### config.mk
export PLATFORM = sky130hd
export DESIGN_NAME = uart_tx_cfg
export DESIGN_NICKNAME = d
export VERILOG_FILES = /design/src/rtl/uart_tx_cfg.sv
export SDC_FILE = /design/constraint.sdc
export NUM_CORES = 1
export LEC_CHECK = 0
export CORE_MARGIN = 4
export CORE_UTILIZATION = 50
export CTS_CLUSTER_DIAMETER = 120
export DETAILED_ROUTE_END_ITERATION = 10
export PLACE_DENSITY_LB_ADDON = 0.05
export SYNTH_ARGS = -nofsm -noshare
export SYNTH_HDL_FRONTEND = slang
export SYNTH_SLANG_ARGS = --single-unit
### constraint.sdc
create_clock -name clk -period 4.9 [get_ports clk]
set_input_delay 1.47 -clock clk [delete_from_list [all_inputs] [get_ports clk]]
set_output_delay 1.47 -clock clk [all_outputs]
set_load 0.02 [all_outputs]
### src/rtl/uart_tx_cfg.sv
// Purpose: parametrised UART transmitter with integrated baud divider (start, LSB-first data, optional parity, 1/2 stop bits).
// Latency: start bit drives tx on the edge after accept; frame is BAUD_COUNT*(1+DATA_BITS+(PARITY!=0)+STOP_BITS) clocks to tx_done.
// Backpressure: tx_ready is low for the whole frame; it rises with tx_done so a held tx_valid streams frames with a one-clock idle gap.
//
// Ports:
//   clk      system clock
//   rst      synchronous active-low reset (aborts any frame, no tx_done)
//   tx_data  word to send, sampled only when tx_valid && tx_ready
//   tx_valid source has a word
//   tx_ready block can accept a word (registered)
//   tx_busy  frame in progress (registered)
//   tx_done  one-cycle pulse entering IDLE after the final stop bit (registered)
//   tx       serial line, idle high (registered)
module uart_tx_cfg #(
    parameter int CLK_FREQ  = 100_000_000,
    parameter int BAUD_RATE = 9600,
    parameter int DATA_BITS = 8,
    parameter int PARITY    = 0,
    parameter int STOP_BITS = 1
) (
    input  logic                 clk,
    input  logic                 rst,
    input  logic [DATA_BITS-1:0] tx_data,
    input  logic                 tx_valid,
    output logic                 tx_ready,
    output logic                 tx_busy,
    output logic                 tx_done,
    output logic                 tx
);

    localparam int BAUD_COUNT = CLK_FREQ / BAUD_RATE;
    // Guard keeps the width sane long enough for the elaboration error below to fire.
    localparam int BAUD_W = (BAUD_COUNT > 2) ? $clog2(BAUD_COUNT) : 1;
    localparam logic [BAUD_W-1:0] BAUD_LAST = BAUD_W'(BAUD_COUNT - 1);
    localparam logic [3:0] DATA_LAST = 4'(DATA_BITS - 1);
    localparam logic [3:0] STOP_LAST = 4'(STOP_BITS - 1);

    if (DATA_BITS < 5 || DATA_BITS > 9) begin : g_bad_data_bits
        $error("uart_tx_cfg: DATA_BITS must be 5..9");
    end
    if (PARITY < 0 || PARITY > 2) begin : g_bad_parity
        $error("uart_tx_cfg: PARITY must be 0, 1 or 2");
    end
    if (STOP_BITS < 1 || STOP_BITS > 2) begin : g_bad_stop_bits
        $error("uart_tx_cfg: STOP_BITS must be 1 or 2");
    end
    if (BAUD_COUNT < 2) begin : g_bad_baud
        $error("uart_tx_cfg: CLK_FREQ / BAUD_RATE must be >= 2");
    end

    typedef enum logic [2:0] {
        S_IDLE,
        S_START,
        S_DATA,
        S_PARITY,
        S_STOP
    } state_t;

    state_t                state;
    logic [BAUD_W-1:0]     baud_cnt;
    logic [3:0]            bit_cnt;
    logic [DATA_BITS-1:0]  shreg;
    logic                  par_bit;
    logic                  baud_last;
    logic                  par_next;

    assign baud_last = (baud_cnt == BAUD_LAST);
    // Parity is taken from the word as it is latched, so later tx_data changes cannot affect it.
    assign par_next  = (PARITY == 1) ? ~(^tx_data) : (^tx_data);

    always_ff @(posedge clk) begin
        if (!rst) begin
            state    <= S_IDLE;
            tx       <= 1'b1;
            tx_ready <= 1'b1;
            tx_busy  <= 1'b0;
            tx_done  <= 1'b0;
            baud_cnt <= '0;
            bit_cnt  <= '0;
            shreg    <= '0;
            par_bit  <= 1'b0;
        end else begin
            tx_done <= 1'b0;

            // The divider free-runs while a frame is active and wraps at every bit boundary.
            if (state != S_IDLE) begin
                baud_cnt <= baud_last ? '0 : baud_cnt + BAUD_W'(1);
            end

            case (state)
                S_IDLE: begin
                    tx       <= 1'b1;
                    tx_ready <= 1'b1;
                    tx_busy  <= 1'b0;
                    if (tx_valid && tx_ready) begin
                        shreg    <= tx_data;
                        par_bit  <= par_next;
                        baud_cnt <= '0;
                        bit_cnt  <= '0;
                        tx       <= 1'b0;
                        tx_ready <= 1'b0;
                        tx_busy  <= 1'b1;
                        state    <= S_START;
                    end
                end

                S_START: begin
                    if (baud_last) begin
                        tx      <= shreg[0];
                        shreg   <= shreg >> 1;
                        bit_cnt <= '0;
                        state   <= S_DATA;
                    end
                end

                S_DATA: begin
                    if (baud_last) begin
                        if (bit_cnt == DATA_LAST) begin
                            bit_cnt <= '0;
                            if (PARITY != 0) begin
                                tx    <= par_bit;
                                state <= S_PARITY;
                            end else begin
                                tx    <= 1'b1;
                                state <= S_STOP;
                            end
                        end else begin
                            bit_cnt <= bit_cnt + 4'd1;
                            tx      <= shreg[0];
                            shreg   <= shreg >> 1;
                        end
                    end
                end

                S_PARITY: begin
                    if (baud_last) begin
                        tx      <= 1'b1;
                        bit_cnt <= '0;
                        state   <= S_STOP;
                    end
                end

                S_STOP: begin
                    if (baud_last) begin
                        if (bit_cnt == STOP_LAST) begin
                            // Ready rises with done so a waiting word is taken on the very next edge.
                            tx_done  <= 1'b1;
                            tx_ready <= 1'b1;
                            tx_busy  <= 1'b0;
                            bit_cnt  <= '0;
                            state    <= S_IDLE;
                        end else begin
                            bit_cnt <= bit_cnt + 4'd1;
                        end
                    end
                end

                default: begin
                    tx       <= 1'b1;
                    tx_ready <= 1'b1;
                    tx_busy  <= 1'b0;
                    state    <= S_IDLE;
                end
            endcase
        end
    end

endmodule

# Word-level counts from Yosys, hierarchy flattened

Index checks and enable logic that the tools add are counted.

Register bits after elaboration: 33
Input bits: 11
Word-level logic and storage cells: 79

Add/subtract/negate cells: 2
Eq/ne operators: 15
Mux-type cells: 38
Bitwise gates (word level): 2
Reductions and logical operators: 14

Operators by type and width:

| cell                                          | number |
|---|---|
| two-way mux 14 bit                            | 4 |
| two-way mux 8 bit                             | 4 |
| two-way mux 4 bit                             | 6 |
| case mux 8 bit (3 select lines)               | 1 |
| two-way mux 3 bit                             | 7 |
| != test 2 bit, second input constant          | 8 |
| case mux 4 bit (4 select lines)               | 1 |
| case mux 3 bit (5 select lines)               | 1 |
| adder 14 x 1 -> 14 bit, second input constant | 1 |
| == test 14 bit, second input constant         | 1 |
| two-way mux 1 bit                             | 11 |
| AND reduction 5 bit                           | 2 |
| AND reduction 7 bit                           | 1 |
| == test 3 x 2 -> 1 bit, second input constant | 2 |
| case mux 1 bit (3 select lines)               | 2 |
| AND reduction 3 bit                           | 2 |
| nonzero test 3 bit                            | 2 |
| case mux 1 bit (5 select lines)               | 1 |
| adder 4 x 1 -> 4 bit, second input constant   | 1 |
| == test 4 x 3 -> 1 bit, second input constant | 1 |
| zero test 4 bit                               | 1 |
| AND reduction 4 bit                           | 1 |
| nonzero test 4 bit                            | 1 |
| == test 3 x 1 -> 1 bit, second input constant | 1 |
| other kinds (7)                               | 8 |

# Logic depth before layout (Yosys ltp)

Gate-level depths: netlist of the first run.

Word-level depth: 5
Depth in mapped cells: 8
Depth with buffers taken out: 7

# Least setup slack after synthesis of the first run

No wires, ideal clock.

Path kind: input -> register
From: input tx_valid
To: register shreg[4]
Setup time: 0.079 ns
Arrival time: 2.517 ns
Data required time: 4.821 ns
Slack: 2.303 ns
Cell stages on the path: 6
Buffers on the path: 1
Cell sequence: nand2_1 > a21o_1 > a221oi_4 > buf_6 > nor2_1 > a211oi_2

Cells in the longest elaborated chain, start to end: 3

Ends and longest elaborated chain:

| element                       | RTL line | RTL |
|---|---|---|
| start, declared               | 24       | `input logic tx_valid,` |
| logical AND 1 bit             | 95       | `if (tx_valid && tx_ready) begin` |
| != test 2 bit (no line)       | -        |  |
| AND reduction 5 bit (no line) | -        |  |
| end signal, assigned          | 96       | `shreg <= tx_data;` |
| end signal, assigned          | 110      | `shreg <= shreg >> 1;` |
| end signal, assigned          | 130      | `shreg <= shreg >> 1;` |
| end, declared                 | 62       | `logic [DATA_BITS-1:0] shreg;` |

No other way between the ends.
A chain may end at the register's enable or synchronous reset.

==> qor.yml, run 1 <==
grt:
  grt_pass1_wl_mm: 6.62
  antenna_found_initial: 0
  grt_util_all_layers: 0.187
  grt_max_degree: 25
  gr-total-overflow: 0
  grt_pass1_vias: 1501
critical_path:
  path_class: "input pin to flip-flop"
  required_ns: 5.11
  crit_fanout: 24
  crit_chain: "clkdlybuf4s50_1 -> inv_1 -> nor3_2 -> o21ai_0 -> a31oi_1"
  cp_slowest_stage_delay_ns: 0.72
  r2r_start: "baud_cnt[0]$_SDFF_PN0_"
  reg2reg_setup_slack_ns: 2.66
  cp.arrival_ns: 3.60
  startpoint_type: "input pin"
  reg2regPathDepth: 6
  worst_setup_path_end_kind: "flip-flop"
  critPathBufInv: 2
  r2r-end: "baud_cnt[6]$_SDFF_PN0_"
  slowest_stage: "nor3_2"
  crit_family: "buffers and inverters"
timing:
  hold_viol_final: 0
  rsz0062_at_grt: "false"
  setup_viol: 0
  relSlewSlack: 0.441
  tightest_slew_ns: 0.831
  finalCritPeriodShare: 0.690
  setup_tns_ns: 0
  fin_ws_ns: 1.52
  fin_crit_ns: 3.38
  max_freq_mhz: 296
  maxSlewViolCount: 0
  skew_ns: 0.00398
route:
  firstDrtPassIters: 4
  route.detailed.drc: 0
  route.detailed.wl_per_inst_microns: 14.3
  wirelength_mm: 3.96
  post_drt_via_cell_ratio: 5.78
  ant_nets: 0
  drt_iter0_drc: 71
  vias: 1594
placed_design:
  place_congestion: 0.871
  dp_hpwl_mm: 2.88
  port-buffer-count: 14
  post-place-ws_ns: 1.23
yosys:
  avgSynthCellArea_sq_um: 8.39
  yosysUniqueCellTypes: 53
  synth_ff_type: "dfxtp_1"
  syn_nets: 232
  synthCells: 218
  netlist_top_cells_area: "dfxtp_1, a21oi_1, nor2_1, mux2i_1, nand2_1"
  ys_seq_area_frac: 0.361
  synth_top_area_frac: 0.361
  synth_edf_count: 0
  ys_ff_latch: 33
  ys_async_sr_fraction: 0
  syn_area_sq_mm: 0.00183
  yosys.area.top_type: "dfxtp_1"
  yosysWarningCount: 0
final_layout:
  multiInputGateArea_sq_mm: 0.00107
  syn2layout_area_growth_pct: 13.8
  layout_commonest_cell: "dfxtp_1"
  fin_nets: 243
  diodes: 0
  final_util: 0.605
  fillCellCount: 317
  seqCellArea_sq_um: 661
  drive_gt1_frac: 0.100
  final_cell_mix: "dfxtp_1, nor2_1, a21oi_1, nand2_1, clkdlybuf4s50_1"
cts:
  cts_tree: "yes"
  cts-root-buf: "clkbuf_8"
  cts_buffer_depth: 2
  cts_made_buffers: 5
  cts.repair.resized: 0
  clkSinkCount: 33
  clock_latency_ns: 0.29
  hold_buffers: 0
  clk_pin_slew_ns: 0.07
  ctsHtreeMaxLevel: 2
  post_cts_buffers: 0
power:
  finalPower_mw: 0.650
  p_per_area_mw_per_mm2: 312
  ir_drop_v: 0.000305
  p_leak_nw: 0.729
floorplan:
  io_pins: 15
  core_sq_mm: 0.00344
  die-area_sq_mm: 0.00469
  initial_core_util: 0.531
  row_count: 21
  dieWidth_microns: 68.5
  chipHeight_microns: 68.5
flow_run:
  cap_violations: 0
hold_path:
  hold_path_depth: 2
  worst_hold_path_type: "flip-flop to flip-flop"
  min_to: "shreg[7]$_SDFFE_PN0P_"
  worstHoldStart: "shreg[7]$_SDFFE_PN0P_"
status:
  status: "finished clean"
==> power by group <==
group	leakage (nW)	switching, mW	internal (mW)	total (mW)
clock	0.0585	0.0976	0.166	0.263
sequential	0.269	0.0115	0.282	0.293
combinational	0.402	0.0528	0.0411	0.0939
==> worst reg2reg max path: stages, from the launching register on <==
cell     delay, ns
dfxtp_1       0.35
ha_1          0.25
and3_1        0.23
and4_2        0.32
nor3_2        0.60
o21ai_0       0.21
a31oi_1       0.20
==> worst max path at each step <==
| stage | start | end | slack (ns) | cells after the start |
|---|---|---|---|---|
| after floorplan | tx_valid | shreg[4]$_SDFFE_PN0P_ | 2.30 | 6 |
| final | rst | baud_cnt[6]$_SDFF_PN0_ | 1.52 | 5 |
| after global routing | rst | baud_cnt[9]$_SDFF_PN0_ | 1.30 | 5 |
| after detailed placement | rst | baud_cnt[6]$_SDFF_PN0_ | 1.23 | 5 |
| after global placement | rst | baud_cnt[9]$_SDFF_PN0_ | 1.34 | 5 |
| after CTS | rst | baud_cnt[6]$_SDFF_PN0_ | 1.52 | 5 |
==> registers in the layout, summed over array words and instances (netlist names) <==
register,flops
baud_cnt,14
bit_cnt,4
shreg,8
state,3
tx,1
tx_busy,1
tx_done,1
tx_ready,1
==> layer usage <==
layer | part of all wire | up-vias | track usage
met5 | 0 | - | 0
met4 | 0.011 | 0 | 0.0744
met3 | 0.035 | 5 | 0.0427
met2 | 0.52 | 26 | 0.317
met1 | 0.44 | 739 | 0.226
li1 | - | 824 | -
==> logic make-up (layout without fill, tap and decap cells) <==
group	Yosys count	count (layout)	synth area share
flip-flops	33	33	0.361
adder cells (fa/ha/maj)	3	3	0.0205
multiplexers	8	8	0.0438
AND/OR/NAND/NOR	87	87	0.259
buffers and inverters	19	31	0.0520
AO/OA/AOI/OAI	65	65	0.248
XOR/XNOR	3	3	0.0144
==> cell usage after synthesis, types with 2 or more instances <==
master,count
o21ai_1,2
nand2b_1,5
dfxtp_1,33
a211oi_2,3
xor2_1,2
nand3_1,11
a31o_2,2
buf_2,4
nand2_1,17
buf_1,2
buf_6,2
nor2_4,3
nor2_1,25
mux2i_1,8
and3_1,3
ha_1,3
nor3_1,5
a31oi_1,7
inv_1,9
a21oi_1,22
o21ai_0,9
or3_1,5
a211oi_1,4
nor4_1,3
==> layout make-up <==
type                            instances  share of cell area
Sequential cell                        33               0.317
Clock buffer                            7              0.0415
Inverter                                9              0.0162
Timing Repair Buffer                   14              0.0673
Clock inverter                          1              0.0144
Multi-Input combinational cell        166               0.515
Tap cell                               46              0.0277
==> per-stage QoR <==
step	hold slack (ns)	cell area, sq um	std cells
2_1_floorplan	0.450	1830	218
3_3_place_gp	0.464	1960	268
3_5_place_dp	0.474	1960	268
4_1_cts	0.483	2080	276
5_1_grt	0.522	2080	276
6_report	0.481	2080	276
No activity file was read; power rests on OpenSTA's default activity.
==> run 2, diff against run 1 <==
- clock period: 4.9 -> 3.3 ns (I/O delays scaled with it)
==> run 2 against run 1 <==
- final area decreased by 0.54%
- die area unchanged
- via count increased by 2.1%
- count of clock-buffer cells in the layout decreased by 1
- sequential cell count unchanged
- core utilization decreased by 0.33 points
- non-clock buffer count increased by 3
- combinational power increased by 51%
- largest cell class unchanged
==> qor.yml, run 2 (same netlist as run 1, synthesis figures left out) <==
status:
  status: "finished clean"
power:
  switching_share: 0.278
  p_leak_nw: 0.730
  p_per_area_mw_per_mm2: 420
  p_int_mw: 0.627
  ir_drop_v: 0.000234
  clockPowerShare: 0.336
  switching_power_mw: 0.242
  finalPower_mw: 0.869
  sequentialPowerShare: 0.500
  power_frac_comb: 0.164
final_layout:
  layout_commonest_cell: "dfxtp_1"
  seqCellArea_sq_um: 661
  largest_reg_flops: 14
  syn2layout_area_growth_pct: 13.2
  diodes: 0
  top_register: "baud_cnt"
  final_cell_mix: "dfxtp_1, nor2_1, a21oi_1, nand2_1, clkdlybuf4s50_1"
  drive_gt1_frac: 0.112
  reg.largest.list: "baud_cnt: 14 flops, shreg: 8 flops, bit_cnt: 4 flops"
  fin_nets: 246
  multiInputGateArea_sq_mm: 0.00107
  fillCellCount: 317
timing:
  hold_viol_final: 0
  hold_ws_ns: 0.485
  setup_viol: 0
  finalCritPeriodShare: 0.787
  max_freq_mhz: 385
  fin_crit_ns: 2.60
  setup_tns_ns: 0
  rsz0062_at_grt: "false"
  maxSlewViolCount: 0
  tightest_slew_ns: 0.793
  relSlewSlack: 0.468
  skew_ns: 0.00415
grt:
  grt_pass1_wl_mm: 6.64
  antenna_found_initial: 0
  grt_util_all_layers: 0.190
  grt_pass1_vias: 1502
  grt_max_degree: 20
  gr-total-overflow: 0
route:
  ant_nets: 0
  route.detailed.wl_per_inst_microns: 13.9
  firstDrtPassIters: 4
  drt_iter0_drc: 98
  vias: 1627
  wirelength_mm: 3.88
  post_drt_via_cell_ratio: 5.83
  route.detailed.drc: 0
cts:
  cts_buffer_depth: 2
  cts_tree: "yes"
  cts-root-buf: "clkbuf_8"
  ctsHtreeMaxLevel: 2
  clk_pin_slew_ns: 0.07
  clkSinkCount: 33
  clock_latency_ns: 0.29
  cts_made_buffers: 5
  post_cts_buffers: 0
  cts.repair.resized: 0
  hold_buffers: 0
critical_path:
  crit_fanout: 15
  crit_family: "compound AO/OA/AOI/OAI gates"
  cp.arrival_ns: 2.81
  slowest_stage: "a221oi_4"
  startpoint_type: "input pin"
  worst_setup_path_end_kind: "flip-flop"
  reg2reg_setup_slack_ns: 1.10
  cp_slowest_stage_delay_ns: 0.51
  crit_chain: "clkdlybuf4s50_1 -> nand2_1 -> a21o_1 -> a221oi_4 -> nor2_1 -> a211oi_2"
  path_class: "input pin to flip-flop"
  required_ns: 3.51
  critPathBufInv: 1
floorplan:
  chipHeight_microns: 68.5
  die-area_sq_mm: 0.00469
  core_sq_mm: 0.00344
  row_count: 21
  io_pins: 15
  dieWidth_microns: 68.5
  initial_core_util: 0.531
flow_run:
  cap_violations: 0
hold_path:
  worst_hold_path_type: "flip-flop to flip-flop"
placed_design:
  place_congestion: 0.814
  dp_hpwl_mm: 2.82
  port-buffer-count: 14
## run 2: cell count changes in the layout (fill, tap and decap cells not counted)
cell and change:
buf_4 +3, bufinv_16 -1, clkbuf_8 -1, clkinv_2 +2
## run 2: cell type report
type                       instances  share of cell area
multi-input combinational        166               0.518
sequential                        33               0.319
timing repair buffer              17              0.0786
clock buffer                       6              0.0351
tap                               46              0.0278
inverter                           9              0.0163
clock inverter                     2             0.00484
## run 2: metrics by stage
| step | instances | util | instance area [sq um] | worst slack, ns |
|---|---|---|---|---|
| floorplan | 218 | - | 1830 | 1.18 |
| global placement | 271 | 0.577 | 1990 | 0.490 |
| detailed placement | 271 | 0.577 | 1990 | 0.414 |
| CTS | 279 | 0.601 | 2070 | 0.719 |
| global route | 279 | 0.601 | 2070 | 0.592 |
| finish | 279 | 0.601 | 2070 | 0.703 |
## run 2: worst register-to-register path, cell delays in order, from the launching register on
cell and delay (ns):
dfxtp_1 0.40, ha_1 0.23, and3_1 0.23, nand4_2 0.24, a221oi_4 0.68, nor2_1 0.12, a211oi_2 0.22
## run 2: metal layers
metal / vias to the layer above / GRT usage / routed length (microns)
li1: 830 / - / -
met1: 761 / 0.239 / 1800
met2: 31 / 0.303 / 1880
met3: 5 / 0.0542 / 144
met4: 0 / 0.0744 / 58
met5: - / 0 / 0
## run 2: power groups by stage
stage,registers (mW),logic (mW),clock network (mW)
detailed placement,0.443,0.142,0
CTS,0.434,0.143,0.306
floorplan,0.441,0.108,0
finish,0.435,0.142,0.292
global placement,0.443,0.138,0
global route,0.437,0.158,0.322
## run 2: path summary, 6_finish.rpt
check,start,endpoint,depth (start not counted)
min,shreg[7]$_SDFFE_PN0P_,shreg[7]$_SDFFE_PN0P_,2
max reg2reg,baud_cnt[0]$_SDFF_PN0_,shreg[6]$_SDFFE_PN0P_,6
max,tx_valid,shreg[6]$_SDFFE_PN0P_,6
min reg2reg,shreg[7]$_SDFFE_PN0P_,shreg[7]$_SDFFE_PN0P_,2
==> run 3, diff against run 2 <==
- clock period: 3.3 -> 2.5 ns (I/O delays scaled with it)
==> run 3 against run 2 <==
- core utilization grew 1.3 points
- first-iteration DRC count is 37% higher
- clock power grew 39%
- sequential power rose by 32%
- total power increased by 36%
- sequential share of layout area decreased by 0.70 points
- critical path type is now flip-flop to flip-flop
- largest cell class unchanged
==> qor.yml, run 3 (same netlist as run 1, synthesis figures left out) <==
route:
  wl_met1_mm: 1.84
  firstDrtPassIters: 4
  routed.top_layer: "met4"
  wirelength_mm: 4.21
  drt_iter0_drc: 134
  post_drt_via_cell_ratio: 5.84
  vias: 1648
  dr_wl_met3_microns: 190
  route.detailed.wl_per_inst_microns: 14.9
  route.detailed.drc: 0
  ant_nets: 0
  wl_met2_mm: 2.16
timing:
  finalCritPeriodShare: 0.875
  hold_ws_ns: 0.473
  maxSlewViolCount: 0
  setup_tns_ns: 0
  tightest_slew_ns: 0.646
  max_freq_mhz: 457
  fin_crit_ns: 2.19
  skew_ns: 0.00200
  rsz0062_at_grt: "false"
  hold_viol_final: 0
  relSlewSlack: 0.569
  setup_viol: 0
final_layout:
  final_cell_mix: "dfxtp_1, nor2_1, a21oi_1, nand2_1, clkdlybuf4s50_1"
  syn2layout_area_growth_pct: 15.7
  seqCellArea_sq_um: 661
  top_register: "baud_cnt"
  drive_gt1_frac: 0.123
  fin_nets: 250
  fillCellCount: 308
  layout_commonest_cell: "dfxtp_1"
  final_area_sq_mm: 0.00212
  diodes: 0
  reg.largest.list: "baud_cnt: 14 flops, shreg: 8 flops, bit_cnt: 4 flops"
  largest_reg_flops: 14
  multiInputGateArea_sq_mm: 0.00107
  instances_no_fill: 282
status:
  status: "finished clean"
critical_path:
  crit_family: "simple AND/OR/NAND/NOR gates"
  cp_slowest_stage_delay_ns: 0.55
  path_class: "flip-flop to flip-flop"
  startpoint_type: "flip-flop"
  crit_fanout: 11
  slowest_stage: "or4_1"
  startpoint: "baud_cnt[0]$_SDFF_PN0_"
  r2r_start: "baud_cnt[0]$_SDFF_PN0_"
  required_ns: 2.70
  cp.arrival_ns: 2.39
  critPathBufInv: 0
  worst_setup_path_end_kind: "flip-flop"
  crit_chain: "ha_1 -> and3_1 -> and4_2 -> a31oi_2 -> or4_1 -> o31ai_1"
grt:
  grt_pass1_wl_mm: 7.41
  antenna_found_initial: 0
  grt_max_degree: 20
  gr-total-overflow: 0
  grt_pass1_vias: 1598
  grt_util_all_layers: 0.212
placed_design:
  postPlaceCellArea_sq_mm: 0.00203
  port-buffer-count: 14
  dp_hpwl_mm: 3.01
  place_congestion: 0.830
  placedCellCount: 275
cts:
  clkSinkCount: 33
  clock_latency_ns: 0.28
  post_cts_buffers: 0
  cts_buffer_depth: 2
  cts.repair.resized: 0
  cts_made_buffers: 5
  cts-root-buf: "clkbuf_8"
  cts_tree: "yes"
  ctsHtreeMaxLevel: 2
  hold_buffers: 0
  clk_pin_slew_ns: 0.06
floorplan:
  initial_core_util: 0.531
  core_sq_mm: 0.00344
  io_pins: 15
  dieWidth_microns: 68.5
  chipHeight_microns: 68.5
  row_count: 21
  die-area_sq_mm: 0.00469
flow_run:
  cap_violations: 0
power:
  p_per_area_mw_per_mm2: 559
  p_leak_nw: 0.753
  ir_drop_v: 0.000349
hold_path:
  worst_hold_path_type: "flip-flop to flip-flop"
  worstHoldStart: "shreg[7]$_SDFFE_PN0P_"
[run 3: changes by cell type in the layout (fill, tap and decap cells not counted)]
cell / previous run / this run
buf_12: 0 / 1
buf_4: 3 / 6
clkbuf_8: 5 / 6
clkinv_2: 2 / 0
[run 3: tightest hold or removal path, cell delays in order (launching register included)]
cell and delay (ns):
dfxtp_1 0.31, nand2b_1 0.06, a21oi_1 0.06
[run 3: cell type report]
type,instances,share of cell area
Clock buffer,7,0.0408
Tap cell,46,0.0272
Inverter,9,0.0160
Sequential cell,33,0.312
Multi-Input combinational cell,166,0.507
Timing Repair Buffer,21,0.0970
[run 3: worst paths after layout]
kind | slack [ns] | cells past startpoint | end
max | 0.31 | 6 | bit_cnt[3]$_SDFFE_PN0P_
min | 0.47 | 2 | shreg[7]$_SDFFE_PN0P_
max reg2reg | 0.31 | 6 | bit_cnt[3]$_SDFFE_PN0P_
min reg2reg | 0.47 | 2 | shreg[7]$_SDFFE_PN0P_
[run 3: per-stage QoR]
stage               power (mW)  setup WS, ns   util
floorplan                0.725         0.563      -
CTS                       1.20         0.347  0.615
global route              1.25         0.178  0.615
detailed placement       0.791         0.154  0.590
global placement         0.783         0.187  0.590
finish                    1.18         0.312  0.615
[run 3: metal layers]
metal / vias up / track usage
li1: 837 / -
met1: 764 / 0.268
met2: 45 / 0.347
met3: 2 / 0.0608
met4: 0 / 0.0670
met5: - / 0
[run 3: power by group]
group	internal, mW	switching (mW)
Combinational	0.0962	0.107
Sequential	0.552	0.0231
Clock	0.218	0.186
Total	0.866	0.316
